$ cat src/rtl/uart_rx_fifo_pkg.sv
// -----------------------------------------------------------------------------
// uart_rx_fifo_pkg
//   Shared constants for the UART receive-to-transmit byte queue.
//   - FSM state encodings: IDLE=0, WAIT_ACK=1, WAIT_DONE=2, SEND_LF=3.
//     These are kept as plain localparam constants for drop-in compatibility
//     with older code that compares against the numeric values.
//   - ASCII carriage return / line feed used by the optional CR->CRLF expansion.
// -----------------------------------------------------------------------------
package uart_rx_fifo_pkg;

    localparam logic [1:0] IDLE      = 2'd0;
    localparam logic [1:0] WAIT_ACK  = 2'd1;
    localparam logic [1:0] WAIT_DONE = 2'd2;
    localparam logic [1:0] SEND_LF   = 2'd3;

    localparam logic [7:0] ASCII_CR = 8'h0D;
    localparam logic [7:0] ASCII_LF = 8'h0A;

endpackage

$ cat src/rtl/uart_rx_fifo_mem.sv
// -----------------------------------------------------------------------------
// byte_fifo_mem
//   2^ADDR_W x 8 simple dual-port storage for the byte queue.
//   Synchronous write, combinational read so it maps onto distributed RAM.
//   The array has no reset: stale contents are never visible because the
//   queue logic only reads entries that were written after the last reset.
// Ports
//   clk      in   clock
//   wr_en    in   write strobe
//   wr_addr  in   ADDR_W  write address
//   wr_data  in   8       write data
//   rd_addr  in   ADDR_W  read address
//   rd_data  out  8       data at rd_addr (combinational)
// -----------------------------------------------------------------------------
module byte_fifo_mem
    import uart_rx_fifo_pkg::*;
#(
    parameter int ADDR_W = 4
) (
    input  logic              clk,
    input  logic              wr_en,
    input  logic [ADDR_W-1:0] wr_addr,
    input  logic [7:0]        wr_data,
    input  logic [ADDR_W-1:0] rd_addr,
    output logic [7:0]        rd_data
);

    localparam int DEPTH = 2 ** ADDR_W;

    logic [7:0] mem_q [0:DEPTH-1];

    always_ff @(posedge clk) begin
        if (wr_en) begin
            mem_q[wr_addr] <= wr_data;
        end
    end

    assign rd_data = mem_q[rd_addr];

endmodule

$ cat src/rtl/uart_rx_fifo.sv
// -----------------------------------------------------------------------------
// uart_rx_fifo
//   Byte queue between the UART receiver (rxData/rxReady) and transmitter
//   (txData/txStart/txBusy). Received bytes are buffered while the transmitter
//   is busy and forwarded in order. Bytes arriving while the queue is full are
//   dropped and a sticky overflow flag is raised.
//
//   Optional feature (macro UART_FIFO_CRLF_EN): after a 0x0D is transmitted,
//   a 0x0A is inserted before the next queued byte. Without the macro every
//   byte is forwarded verbatim.
//
// Ports
//   clk       in   1         system clock
//   rst       in   1         asynchronous active-high reset
//   rxData    in   8         received byte, valid with rxReady
//   rxReady   in   1         one-cycle strobe per received byte
//   txData    out  8         byte to transmit, stable while the send is in flight
//   txStart   out  1         one-cycle transmit request
//   txBusy    in   1         transmitter busy
//   clearOvf  in   1         synchronous clear of overflow
//   count     out  ADDR_W+1  bytes stored
//   empty     out  1         count == 0
//   full      out  1         count == 2^ADDR_W
//   overflow  out  1         sticky byte-dropped flag
// -----------------------------------------------------------------------------
module uart_rx_fifo
    import uart_rx_fifo_pkg::*;
#(
    parameter int ADDR_W      = 4,
    parameter int ACK_TIMEOUT = 15
) (
    input  logic            clk,
    input  logic            rst,
    input  logic [7:0]      rxData,
    input  logic            rxReady,
    output logic [7:0]      txData,
    output logic            txStart,
    input  logic            txBusy,
    input  logic            clearOvf,
    output logic [ADDR_W:0] count,
    output logic            empty,
    output logic            full,
    output logic            overflow
);

    localparam logic [ADDR_W:0] FULL_COUNT = {1'b1, {ADDR_W{1'b0}}};
    localparam logic [3:0]      TMO_MAX    = 4'(ACK_TIMEOUT);

    logic [ADDR_W-1:0] wr_ptr_q, wr_ptr_d;
    logic [ADDR_W-1:0] rd_ptr_q, rd_ptr_d;
    logic [ADDR_W:0]   count_q, count_d;
    logic              empty_q, empty_d;
    logic              full_q, full_d;
    logic              ovf_q, ovf_d;
    logic [1:0]        state_q, state_d;
    logic [3:0]        tmo_q, tmo_d;
    logic [7:0]        tx_data_q, tx_data_d;
    logic              tx_start_q, tx_start_d;
`ifdef UART_FIFO_CRLF_EN
    // Set when the byte in flight is a CR, cleared once its LF has been issued.
    logic              cr_pend_q, cr_pend_d;
`endif

    logic       push;
    logic       drop;
    logic       pop;
    logic       done_exit;
    logic [7:0] rd_data;

    // Full is judged on the registered flag, so a same-cycle pop never
    // rescues an incoming byte.
    assign push = rxReady & ~full_q;
    assign drop = rxReady & full_q;

    byte_fifo_mem #(
        .ADDR_W (ADDR_W)
    ) u_mem (
        .clk     (clk),
        .wr_en   (push),
        .wr_addr (wr_ptr_q),
        .wr_data (rxData),
        .rd_addr (rd_ptr_q),
        .rd_data (rd_data)
    );

    // Transmit sequencer
    always_comb begin
        state_d    = state_q;
        tmo_d      = tmo_q;
        tx_data_d  = tx_data_q;
        tx_start_d = 1'b0;
        pop        = 1'b0;
        done_exit  = 1'b0;
`ifdef UART_FIFO_CRLF_EN
        cr_pend_d  = cr_pend_q;
`endif
        case (state_q)
            IDLE: begin
                if (!empty_q && !txBusy) begin
                    pop        = 1'b1;
                    tx_data_d  = rd_data;
                    tx_start_d = 1'b1;
                    tmo_d      = 4'd0;
                    state_d    = WAIT_ACK;
`ifdef UART_FIFO_CRLF_EN
                    cr_pend_d  = (rd_data == ASCII_CR);
`endif
                end
            end
            WAIT_ACK: begin
                // A transmitter that never acknowledges must not stall the queue.
                if (txBusy) begin
                    state_d = WAIT_DONE;
                end else if (tmo_q == TMO_MAX) begin
                    done_exit = 1'b1;
                end else begin
                    tmo_d = tmo_q + 4'd1;
                end
            end
            WAIT_DONE: begin
                if (!txBusy) begin
                    done_exit = 1'b1;
                end
            end
            default: begin
`ifdef UART_FIFO_CRLF_EN
                if (!txBusy) begin
                    tx_data_d  = ASCII_LF;
                    tx_start_d = 1'b1;
                    tmo_d      = 4'd0;
                    cr_pend_d  = 1'b0;
                    state_d    = WAIT_ACK;
                end
`else
                state_d = IDLE;
`endif
            end
        endcase

        // Exiting through IDLE costs a cycle, so txStart pulses never abut.
        if (done_exit) begin
`ifdef UART_FIFO_CRLF_EN
            state_d = cr_pend_q ? SEND_LF : IDLE;
`else
            state_d = IDLE;
`endif
        end
    end

    // Queue bookkeeping
    always_comb begin
        wr_ptr_d = push ? wr_ptr_q + ADDR_W'(1) : wr_ptr_q;
        rd_ptr_d = pop  ? rd_ptr_q + ADDR_W'(1) : rd_ptr_q;
        count_d  = count_q;
        case ({push, pop})
            2'b10:   count_d = count_q + (ADDR_W+1)'(1);
            2'b01:   count_d = count_q - (ADDR_W+1)'(1);
            default: count_d = count_q;
        endcase
        empty_d = (count_d == '0);
        full_d  = (count_d == FULL_COUNT);
        // A drop in the same cycle as a clear keeps the flag set.
        if (drop) begin
            ovf_d = 1'b1;
        end else if (clearOvf) begin
            ovf_d = 1'b0;
        end else begin
            ovf_d = ovf_q;
        end
    end

    always_ff @(posedge clk or posedge rst) begin
        if (rst) begin
            wr_ptr_q   <= '0;
            rd_ptr_q   <= '0;
            count_q    <= '0;
            empty_q    <= 1'b1;
            full_q     <= 1'b0;
            ovf_q      <= 1'b0;
            state_q    <= IDLE;
            tmo_q      <= 4'd0;
            tx_data_q  <= 8'h00;
            tx_start_q <= 1'b0;
`ifdef UART_FIFO_CRLF_EN
            cr_pend_q  <= 1'b0;
`endif
        end else begin
            wr_ptr_q   <= wr_ptr_d;
            rd_ptr_q   <= rd_ptr_d;
            count_q    <= count_d;
            empty_q    <= empty_d;
            full_q     <= full_d;
            ovf_q      <= ovf_d;
            state_q    <= state_d;
            tmo_q      <= tmo_d;
            tx_data_q  <= tx_data_d;
            tx_start_q <= tx_start_d;
`ifdef UART_FIFO_CRLF_EN
            cr_pend_q  <= cr_pend_d;
`endif
        end
    end

    assign txData   = tx_data_q;
    assign txStart  = tx_start_q;
    assign count    = count_q;
    assign empty    = empty_q;
    assign full     = full_q;
    assign overflow = ovf_q;

endmodule

$ cat config.mk
export PLATFORM = sky130hd
export DESIGN_NAME = uart_rx_fifo
export DESIGN_NICKNAME = d
export VERILOG_FILES = /design/src/rtl/uart_rx_fifo_pkg.sv /design/src/rtl/uart_rx_fifo_mem.sv /design/src/rtl/uart_rx_fifo.sv
export SDC_FILE = /design/constraint.sdc
export NUM_CORES = 1
export LEC_CHECK = 0
export CAP_MARGIN = 0
export CORE_UTILIZATION = 60
export DETAILED_ROUTE_END_ITERATION = 6
export DONT_BUFFER_PORTS = 1
export GPL_ROUTABILITY_DRIVEN = 1
export GPL_TIMING_DRIVEN = 0
export PLACE_DENSITY = 0.76
export REMOVE_ABC_BUFFERS = 1
export SYNTH_ARGS = -nofsm -noshare
export SYNTH_HDL_FRONTEND = slang
export SYNTH_SLANG_ARGS = --single-unit
$ cat constraint.sdc
create_clock -name clk -period 3.9 [get_ports clk]
set_clock_uncertainty 0.05 [all_clocks]
set_input_delay 0.39 -clock clk [delete_from_list [all_inputs] [get_ports clk]]
set_output_delay 0.39 -clock clk [all_outputs]
set_load 0.005 [all_outputs]
# --- Word level (Yosys, flattened, before mapping) ---
# Memories as Yosys holds them, arrays and structs flattened. A register that Yosys moved wholly into a read port is not among the register bits.
# Cells that the tools add are included.
word_totals:
  elab_cells: 59
  ram_bits: 128
  in_bits: 13
  reg_bits: 23
  out_inout_bits: 17
  mem_count: 1
op_classes:
  n_bitwise: 3
  n_addsub: 5
  n_reduce_logical: 10
  muxes: 19
  n_eq_ne: 12
mem_list:
  columns: ["memory", "words", "word_bits", "read_ports", "rd_ports_with_merged_regs", "wr", "line", "source"]
  rows:
  - ["u_mem.mem_q", 16, 8, 1, 1, 1, "uart_rx_fifo_mem.sv:30", "logic [7:0] mem_q [0:DEPTH-1];"]
ops:
  columns: ["op", "count"]
  rows:
  - ["$add A4 B1 Y4 const B", 3]
  - ["$mux W4", 3]
  - ["$pmux W5 S2", 1]
  - ["$mux W1", 9]
  - ["$ne A2 B2 Y1 const B", 4]
  - ["$pmux W4 S2", 1]
  - ["$mux W2", 3]
  - ["$ne A3 B3 Y1 const B", 2]
  - ["$pmux W2 S3", 1]
  - ["$add A5 B1 Y5 const B", 1]
  - ["$eq A5 B5 Y1 const B", 1]
  - ["$logic_not A5 Y1", 1]
  - ["$sub A5 B1 Y5 const B", 1]
  - ["$eq A2 B1 Y1 const B", 2]
  - ["$eq A2 B2 Y1 const B", 2]
  - ["$eq A4 B4 Y1 const B", 1]
  - ["$reduce_and A4 Y1", 1]
  - ["$reduce_bool A2 Y1", 2]
  - ["$reduce_and A3 Y1", 1]
  - ["$and A1 B1 Y1", 2]
  - ["$logic_not A1 Y1", 2]
  - ["$logic_not A2 Y1", 1]
  - ["$pmux W1 S2", 1]
  - ["$reduce_and A2 Y1", 1]
  - ["other kinds (2)", 2]

# --- Longest topological paths before layout ---
logic_depth:
  word_depth: 7
  depth_mapped: 13
  depth_no_buf: 12

# --- By module ---
# From an unflattened synthesis, not the netlist that was laid out.
hier_totals:
  hier_cells: 384
  area_unflattened_um2: 6622.6
by_module_without_submodules:
  columns: ["mod", "cells_per_inst", "area_each_um2", "instances"]
  rows:
  - ["byte_fifo_mem", 221, 4987.3, 1]
  - ["uart_rx_fifo", 163, 1635.3, 1]

# --- Least setup slack after synthesis ---
# OpenSTA, ideal clock, no wires.
synth_timing:
  path_type: "register -> register"
  startpoint: "reg state_q[0]"
  endpoint: "reg full_q, in the netlist full"
  n_path_buf: 2
  setup_ns: 0.087
  arrival_ns: 2.794
  t_required_ns: 3.763
  path_slack_ns: 0.969
  stages_incl_launch_ff: 13
  cell_sequence: "dfrtp_1 > inv_1 > ha_1 > or3b_1 > buf_6 > clkbuf_1 > inv_1 > ha_1 > a21o_1 > o2111a_1 > a211oi_2 > or4_1 > a211oi_2"
synth_via:
  elab_chain_len: 5
  elab_cells_between_ends: 6
synth_rtl:
  columns: ["item", "line", "source"]
  rows:
  - ["start, declared", "uart_rx_fifo.sv:55", "logic [1:0] state_q, state_d;"]
  - ["start signal, assigned", "uart_rx_fifo.sv:194", "state_q <= state_d;"]
  - ["$logic_not A2 Y1 *", "uart_rx_fifo.sv:97", "case (state_q)"]
  - ["$mux W1 *", "uart_rx_fifo.sv:97", null]
  - ["$eq A2 B1 Y1 or $eq A2 B2 Y1 (tied branches)", "uart_rx_fifo.sv:155", "case ({push, pop})"]
  - ["$pmux W5 S2 *", "uart_rx_fifo.sv:155", null]
  - ["$eq A5 B5 Y1 *", "uart_rx_fifo.sv:161", "full_d = (count_d == FULL_COUNT);"]
  - ["named net full_d", "uart_rx_fifo.sv:53", "logic full_q, full_d;"]
  - ["end signal, assigned", "uart_rx_fifo.sv:192", "full_q <= full_d;"]
  - ["end, declared", "uart_rx_fifo.sv:53", null]
# The timed path passes the listed nets; every way through them passes the cells marked *.
# A chain may end at the register's enable or synchronous reset.

# --- Worst setup path after layout ---
layout_timing:
  startpoint: "reg state_q[1]"
  endpoint: "reg full_q, in the netlist full"
# Same word-level chain as after synthesis.

==> run metrics <==
status finished, final reports clean; Hold WC Path Type input port to flip-flop; DR iter-0 viols 280; largest net degree at the start of global routing 36; slowest cell on the critical path or3b_2; CP Max Fanout 21; fraction of layout cells with a size suffix above 1 0.217; Die Span X 107 um; Worst Setup SP state_q[1]; largest family of logic cells by synthesized area multiplexers; final cycle utilization of the critical path 0.908; fillers 642; Syn Inst Count 368; CTS clk-pin slew, worst paths 60 ps; Worst Hold Launch txBusy; most used routing layer met2; WL per Instance 22.4 um; CTS tree built; r2r endpoint full; number of global-route vias before repair 3410; via/cell ratio 6.22; GR Overflow Total 0; crit path DAT 3930 ps; Setup crit end kind flip-flop; post-synth cell types 45; normalized max-slew margin 0.430; register bit count reported by yosys 159; multiplexer area fraction after synthesis 0.140; Synth Warn # 0; DR vias 3314; clk root buf clkbuf_8; routing usage on met3 0.0620; ys flop type edfxtp_1; WP data required 4290 ps; ys async rst share 0.195; PnR worst setup slack 359 ps; Reg2Reg Setup Slack 360 ps; CP Launch Type flip-flop; Setup CP Type flip-flop to flip-flop; RSZ-0062 raised after global routing false; Total Neg Setup Slack 0 ps; worst reg-to-reg path cell count 12; PortBufs 0; Site Rows 37; Pre-antenna DRT Iters 5; DRC viols 0; most common cell after layout, fill and taps aside edfxtp_1; Critical Path Sink full; Avg Synthesized Cell Area 17.9 sq um; Final ANT Viol Nets 0; EDFF count, synth 128; Post-Synth XOR/XNOR Area 0.0144; Die Ht 107 um; nets 409; Post-DP HPWL 7.54 mm; Die Area 0.0114 sq mm; simple logic cell fraction of the synthesized area 0.0697; Fin. Hold Viols 0; setup violators final 0; CTS Buf Count 17; Synth Area in Compound Gates 0.0336; GRT Resource Usage Total 0.234; Initial Util 0.630; register area share after synthesis 0.702; clk sinks 159; Cell Area, Synth 0.00659 sq mm; total leakage power 2.55 nW; post-layout min period 3540 ps; final core occ 0.707; core area 0.0105 sq mm; Max-cap violations 0; commonest cells after routing, fill and taps aside edfxtp_1, mux4_2, nand2_1; met1 Track Usage GR 0.312; Post-Route WL 11.9 mm; worst r2r src state_q[1]; worst skew pair latency 540 ps; crit-path cells inv_1 -> ha_1 -> or3b_2 -> clkinvlp_4 -> nand2_1 -> xnor2_1 -> ha_1 -> a21o_1 -> o2111a_1 -> a211oi_2 -> or4_1 -> a211oi_2; adder and majority cell fraction of the synthesized area 0.0228; Antenna Diode Count 0; maximum clock path buffer count 2; first-pass GRT wire length 18.5 mm; synth-to-layout area growth 12.4%; initial antenna violation count 0; pins over their slew limit 0; IO Count 30; f_max 282 MHz; Worst VDD drop 0.000475 V; Place WS -54.9 ps; Global Route met2 Usage 0.371; RD Place Congestion 0.763; Critical Path Max Stage Delay 730 ps; H-Tree Depth 4; worst slew pin tran 855 ps; power density cells 731 mW/mm^2
flip-flops by register name, summed over array words and instances (netlist names):
signal,cells
count,5
empty,1
full,1
overflow,1
rd_ptr_q,4
state_q,2
tmo_q,4
txData,8
txStart,1
u_mem.mem_q,128
wr_ptr_q,4
per-stage QoR:
| stage | cells | hold WS (ps) | cell area (sq um) | total power, mW |
|---|---|---|---|---|
| floorplan | 351 | 420 | 6510 | 3.48 |
| global placement | 487 | 435 | 6680 | 3.81 |
| detailed placement | 488 | 439 | 6700 | 3.89 |
| CTS | 530 | 3.41 | 7350 | 5.44 |
| global route | 533 | 28.8 | 7400 | 5.67 |
| finish | 533 | 25.8 | 7400 | 5.41 |
synth_stat cells, drive strengths merged (4+ instances only):
cell	n	area share
a21oi	6	0.0046
nand4	6	0.0057
dfrtp	30	0.11
inv	11	0.0063
o21ai	10	0.0076
buf	5	0.0046
nor3	4	0.0038
and2	16	0.015
edfxtp	128	0.58
xnor2	8	0.011
o211ai	4	0.0046
mux4	40	0.14
clkbuf	12	0.0070
nor2	5	0.0028
nand2	37	0.021
ha	12	0.023
critical path: cells and delay by family (launching register included):
family	cells	cell delay, ps
compound gates	4	680
buf+inv	2	340
xor+xnor	1	160
flops	1	400
simple gates	3	1350
fa+ha+maj	2	440
kinds of logic after synthesis:
logic type	count (synthesis)
fa+ha+maj	12
compound gates	30
mux	42
flops	159
xor+xnor	10
buf+inv	28
simple gates	87
power by group:
part | internal (mW) | leakage [nW] | switching (mW)
Clock | 0.853 | 0.263 | 0.664
Combinational | 0.743 | 0.746 | 0.691
Sequential | 2.12 | 1.54 | 0.340
Total | 3.72 | 2.55 | 1.69
area by class of cell:
type | instances | area, sq um | area share
Clock buffer | 17 | 414 | 0.0559
Timing Repair Buffer | 14 | 165 | 0.0223
Sequential cell | 159 | 4620 | 0.625
Clock inverter | 15 | 134 | 0.0181
Tap cell | 136 | 170 | 0.0230
Inverter | 11 | 45.0 | 0.00609
Multi-Input combinational cell | 181 | 1850 | 0.250
timing repair:
item / CTS / global route
hold endpoints to repair: 129 / 14
hold buffers: 10 / 1
resized for setup: 2 / 1
setup endpoints to repair: 2 / 2
setup buffers: 0 / 1
worst min path at each step:
| stage | end | cells after the start | slack [ps] |
|---|---|---|---|
| after floorplan | txData[0] | 2 | 420 |
| after global placement | txData[3] | 2 | 440 |
| after detailed placement | u_mem.mem_q[11][2] | 0 | 440 |
| after CTS | tmo_q[2] | 3 | 3 |
| after global routing | tmo_q[2] | 3 | 30 |
| final | tmo_q[2] | 3 | 30 |
metal layers:
metal | vias up | part of all wire
met5 | - | 0
li1 | 1473 | -
met1 | 1714 | 0.44
met2 | 118 | 0.50
met3 | 9 | 0.058
met4 | 0 | 0.0065
Power figures use the tool's default switching activity.
==> variant 1 (config.mk and constraints unchanged) <==
`tx_data_q` no longer has a reset.
--- a/src/rtl/uart_rx_fifo.sv
+++ b/src/rtl/uart_rx_fifo.sv
@@ -179,7 +179,6 @@
             ovf_q      <= 1'b0;
             state_q    <= IDLE;
             tmo_q      <= 4'd0;
-            tx_data_q  <= 8'h00;
             tx_start_q <= 1'b0;
 `ifdef UART_FIFO_CRLF_EN
             cr_pend_q  <= 1'b0;
@@ -193,12 +192,15 @@
             ovf_q      <= ovf_d;
             state_q    <= state_d;
             tmo_q      <= tmo_d;
-            tx_data_q  <= tx_data_d;
             tx_start_q <= tx_start_d;
 `ifdef UART_FIFO_CRLF_EN
             cr_pend_q  <= cr_pend_d;
 `endif
         end
+    end
+
+    always_ff @(posedge clk) begin
+        tx_data_q <= tx_data_d;
     end
 
     assign txData   = tx_data_q;
Check against the original RTL: differs if rst is asserted again (counterexample within 4 cycles, from zero or initial values and one cycle with rst high); with rst held inactive, the same outputs for 4 cycles.
==> variant 1 against the unedited design <==
- sequential share of layout area increased by 1.3 points
- non-clock buffer count down 2
- total power decreased by 0.69%
- synthesized area shrank 0.85%
- worst setup slack improved by 130 ps
- sequential cell count unchanged
- wire length grew 0.82%
- design area is 1.1% lower
- critical endpoint is now empty
==> variant 1: results (changes against the unedited design) <==
Compound-Gate Fraction of Synth Area=3.14% (was 3.36%); Metal-1 WL=4.98 mm (was 5.19 mm); crit path from=state_q[0] (was state_q[1]); Lkg Pwr=2.46 nW (was 2.55 nW); post-place setup slack=266 ps (was -54.9 ps); crit path max fanout=17 (was 21); mux cell area share after synthesis=14.1% (was 14.0%); Post-DP HPWL=6.93 mm (was 7.54 mm); GR Layer Usage met2=36.2% (was 37.1%); final WL=12.0 mm (was 11.9 mm); DR WL/cell=23.7 um (was 22.4 um); Cell Area, Placed=6650 sq um (was 6700 sq um); via/cell ratio=6.33 (was 6.22); grt met3 use=7.11% (was 6.20%); Final Cycle Share=87.5% (was 90.8%); Max VDD drop=386 uV (was 475 uV); Post-synth EDFFs=136 (was 128); Post-synth ARST share=14.5% (was 19.5%); post-synthesis sequential area ratio=71.4% (was 70.2%); global-route track usage on met1=31.6% (was 31.2%); number of H-tree levels=4 (unchanged); Placed Instances=464 (was 488); met3 wire len=751 um (was 688 um); clock latency at the later pin of the worst-skew pair=520 ps (was 540 ps); Internal=3.74 mW (was 3.72 mW); gr usage total=23.5% (was 23.4%); # hold bufs at CTS=11 (was 10); Worst R2R Path Depth=12 (unchanged); worst path arrival time=3800 ps (was 3930 ps); hold_ws=53.0 ps (was 25.8 ps); combinational power share=25.0% (was 26.5%); Synth area leaders=edfxtp_1 (63%), mux4_2 (14%), dfrtp_1 (8.4%) (was edfxtp_1 (58%), mux4_2 (14%), dfrtp_1 (11%)); Final #Nets=383 (was 409); syn_area_per_cell=19.1 sq um (was 17.9 sq um); post-cts sizing count=0 (was 2); XOR/XNOR Fraction of Synth Area=1.46% (was 1.44%); Reg2Reg Capture Point=empty (was full); status=finished, final reports clean (unchanged); DR iter-0 viols=220 (was 280); P_sw=1.64 mW (was 1.69 mW); first-pass GRT wire length=18.5 mm (about the same); CTS Root Cell=clkbuf_8 (unchanged); number of global-route vias before repair=3,239 (was 3,410); Adder-Cell Fraction of Synth Area=2.30% (was 2.28%); reg2reg setup slack=490 ps (was 360 ps); Placer Congestion=0.817 (was 0.763); worst relative slew slack=29.0% (was 43.0%); WL met2=6.09 mm (was 5.97 mm)
## variant 1: cell families after synthesis
| group | Yosys count |
|---|---|
| adder cells (fa/ha/maj) | 12 |
| multiplexers | 42 |
| AND/OR/NAND/NOR | 63 |
| XOR/XNOR | 10 |
| flip-flops | 159 |
| buffers and inverters | 26 |
| AO/OA/AOI/OAI | 30 |
## variant 1: cell type report
type                            count  area [sq um]  area share [%]
Tap cell                          136           170            2.33
Timing Repair Buffer               12           130            1.78
Clock buffer                       17           414            5.66
Clock inverter                     15           136            1.86
Multi-Input combinational cell    157          1760            24.0
Sequential cell                   159          4660            63.7
Inverter                           11          45.0           0.615
## variant 1: critical path, cell delays in order, from the launching register on
cell,delay (ps)
dfrtp_1,400
inv_1,110
ha_1,240
or3b_4,510
clkinvlp_4,340
nand2_1,120
xnor2_1,140
ha_1,210
a21oi_1,230
nor3_1,90
o311ai_0,370
o21bai_1,210
nor4bb_4,290
==> variant 2 (same settings) <==
Without the edit above. `ADDR_W` is set to 4 in 2 places; all go to 2.
--- a/src/rtl/uart_rx_fifo_mem.sv
+++ b/src/rtl/uart_rx_fifo_mem.sv
@@ -15,7 +15,7 @@
 module byte_fifo_mem
     import uart_rx_fifo_pkg::*;
 #(
-    parameter int ADDR_W = 4
+    parameter int ADDR_W = 2
 ) (
     input  logic              clk,
     input  logic              wr_en,
--- a/src/rtl/uart_rx_fifo.sv
+++ b/src/rtl/uart_rx_fifo.sv
@@ -26,7 +26,7 @@
 module uart_rx_fifo
     import uart_rx_fifo_pkg::*;
 #(
-    parameter int ADDR_W      = 4,
+    parameter int ADDR_W      = 2,
     parameter int ACK_TIMEOUT = 15
 ) (
     input  logic            clk,
Ports: changed (resized count); port bits go from 30 to 28. No check against the original RTL was run, so the function may have changed too.
==> variant 2 against the unedited design <==
- total power is 62% lower
- cell count is 60% lower
- sequential cell count shrank 102
- design area fell by 64%
- hold slack improved by 88 ps
- synthesized area down 63%
- maximum frequency up 5.3%
- count of clock-buffer cells in the layout decreased by 7
- wire length shrank 67%
- worst setup slack better by 180 ps
- synthesized cell count shrank 58%
- largest cell class unchanged
==> variant 2: results (changes against the unedited design) <==
gr usage total=22.2% (was 23.4%); via/cell ratio=5.75 (was 6.22); post-cts sizing count=0 (was 2); clock latency at the later pin of the worst-skew pair=320 ps (was 540 ps); largest net degree at the start of global routing=26 (was 36); synthesized netlist cell count=155 (was 368); HP Class=input port to asynchronous set/reset pin (was input port to flop); first drt pass iteration count=4 (was 5); Post-synth EDFFs=32 (was 128); crit path max fanout=13 (was 21); Synth top cells by count=edfxtp_1 (32), dfrtp_1 (24), inv_1 (12) (was edfxtp_1 (128), mux4_2 (40), nand2_1 (37)); Post-DP HPWL=2.55 mm (was 7.54 mm); total CTS buffers=9 (was 17); post-synth cell types=34 (was 45); layout cell share with drive strength beyond 1=22.2% (was 21.7%); # hold bufs at CTS=0 (was 10); Worst R2R Path Depth=10 (was 12); Max VDD drop=519 uV (was 475 uV); number of global-route vias before repair=1,342 (was 3,410); Post-synth ARST share=43.9% (was 19.5%); Placed Instances=199 (was 488); worst path arrival time=3520 ps (was 3930 ps); first-pass GRT wire length=6.50 mm (was 18.5 mm); reg2reg setup slack=540 ps (was 360 ps); status=finished, final reports clean (unchanged); Cell Area, Placed=2470 sq um (was 6700 sq um); Placer Congestion=0.759 (was 0.763); Final #Nets=187 (was 409); max reg flops=32 (was 128)
variant 2: power by group:
part           total (mW)  switching, mW  leakage [nW]  internal (mW)
Clock               0.504          0.213        0.0998          0.291
Sequential          0.976          0.153         0.600          0.823
Combinational       0.577          0.274         0.347          0.303
variant 2: cell type report:
class | instances | area [sq um]
clock buffer | 10 | 128
clock inverter | 6 | 58.8
fill | 231 | 1110
inverter | 12 | 45.0
multi-input combinational | 82 | 781
sequential | 57 | 1590
tap | 48 | 60.1
variant 2: critical path: cells and delay by family (launching register included):
family          cells  cell delay (ps)
simple gates        3             1270
fa+ha+maj           3             1060
flops               1              410
buf+inv             3              260
compound gates      1              200
variant 2: per-layer routing:
| metal | vias up | part of all wire, % | GRT usage [%] |
|---|---|---|---|
| met5 | - | 0 | 0 |
| met4 | 0 | 1.0 | 8.15 |
| met3 | 5 | 5.0 | 9.72 |
| met2 | 35 | 53 | 37.4 |
| met1 | 624 | 41 | 24.7 |
| li1 | 572 | - | - |
variant 2: worst max path at each step:
stage,startpoint,to,slack [ps],cells after the start
detailed placement,state_q[0],full,560,10
global route,state_q[1],full,250,10
floorplan,state_q[0],full,1110,10
CTS,state_q[1],full,540,10
global placement,state_q[1],full,650,10
finish,state_q[0],full,540,10
variant 2: metrics by stage:
| step | util, % | setup WS (ps) | hold slack (ps) |
|---|---|---|---|
| finish | 70.5 | 537 | 113 |
| global route | 70.5 | 248 | 81.3 |
| CTS | 70.5 | 541 | 93.0 |
| detailed placement | 65.6 | 556 | 439 |
| global placement | 65.6 | 649 | 439 |
| floorplan | - | 1110 | 367 |
variant 2: cell families (layout without fill, tap and decap cells):
kind of cell	count (synthesis)	in the layout	share of synthesized area (%)
and+or+nand+nor	28	28	6.95
buffers and inverters	16	28	2.57
adders and majority gates	12	12	6.48
DFF	57	57	65.3
AOI/OAI and AO/OA	18	18	4.32
muxes	18	18	12.2
xor gates and xnor gates	6	6	2.16
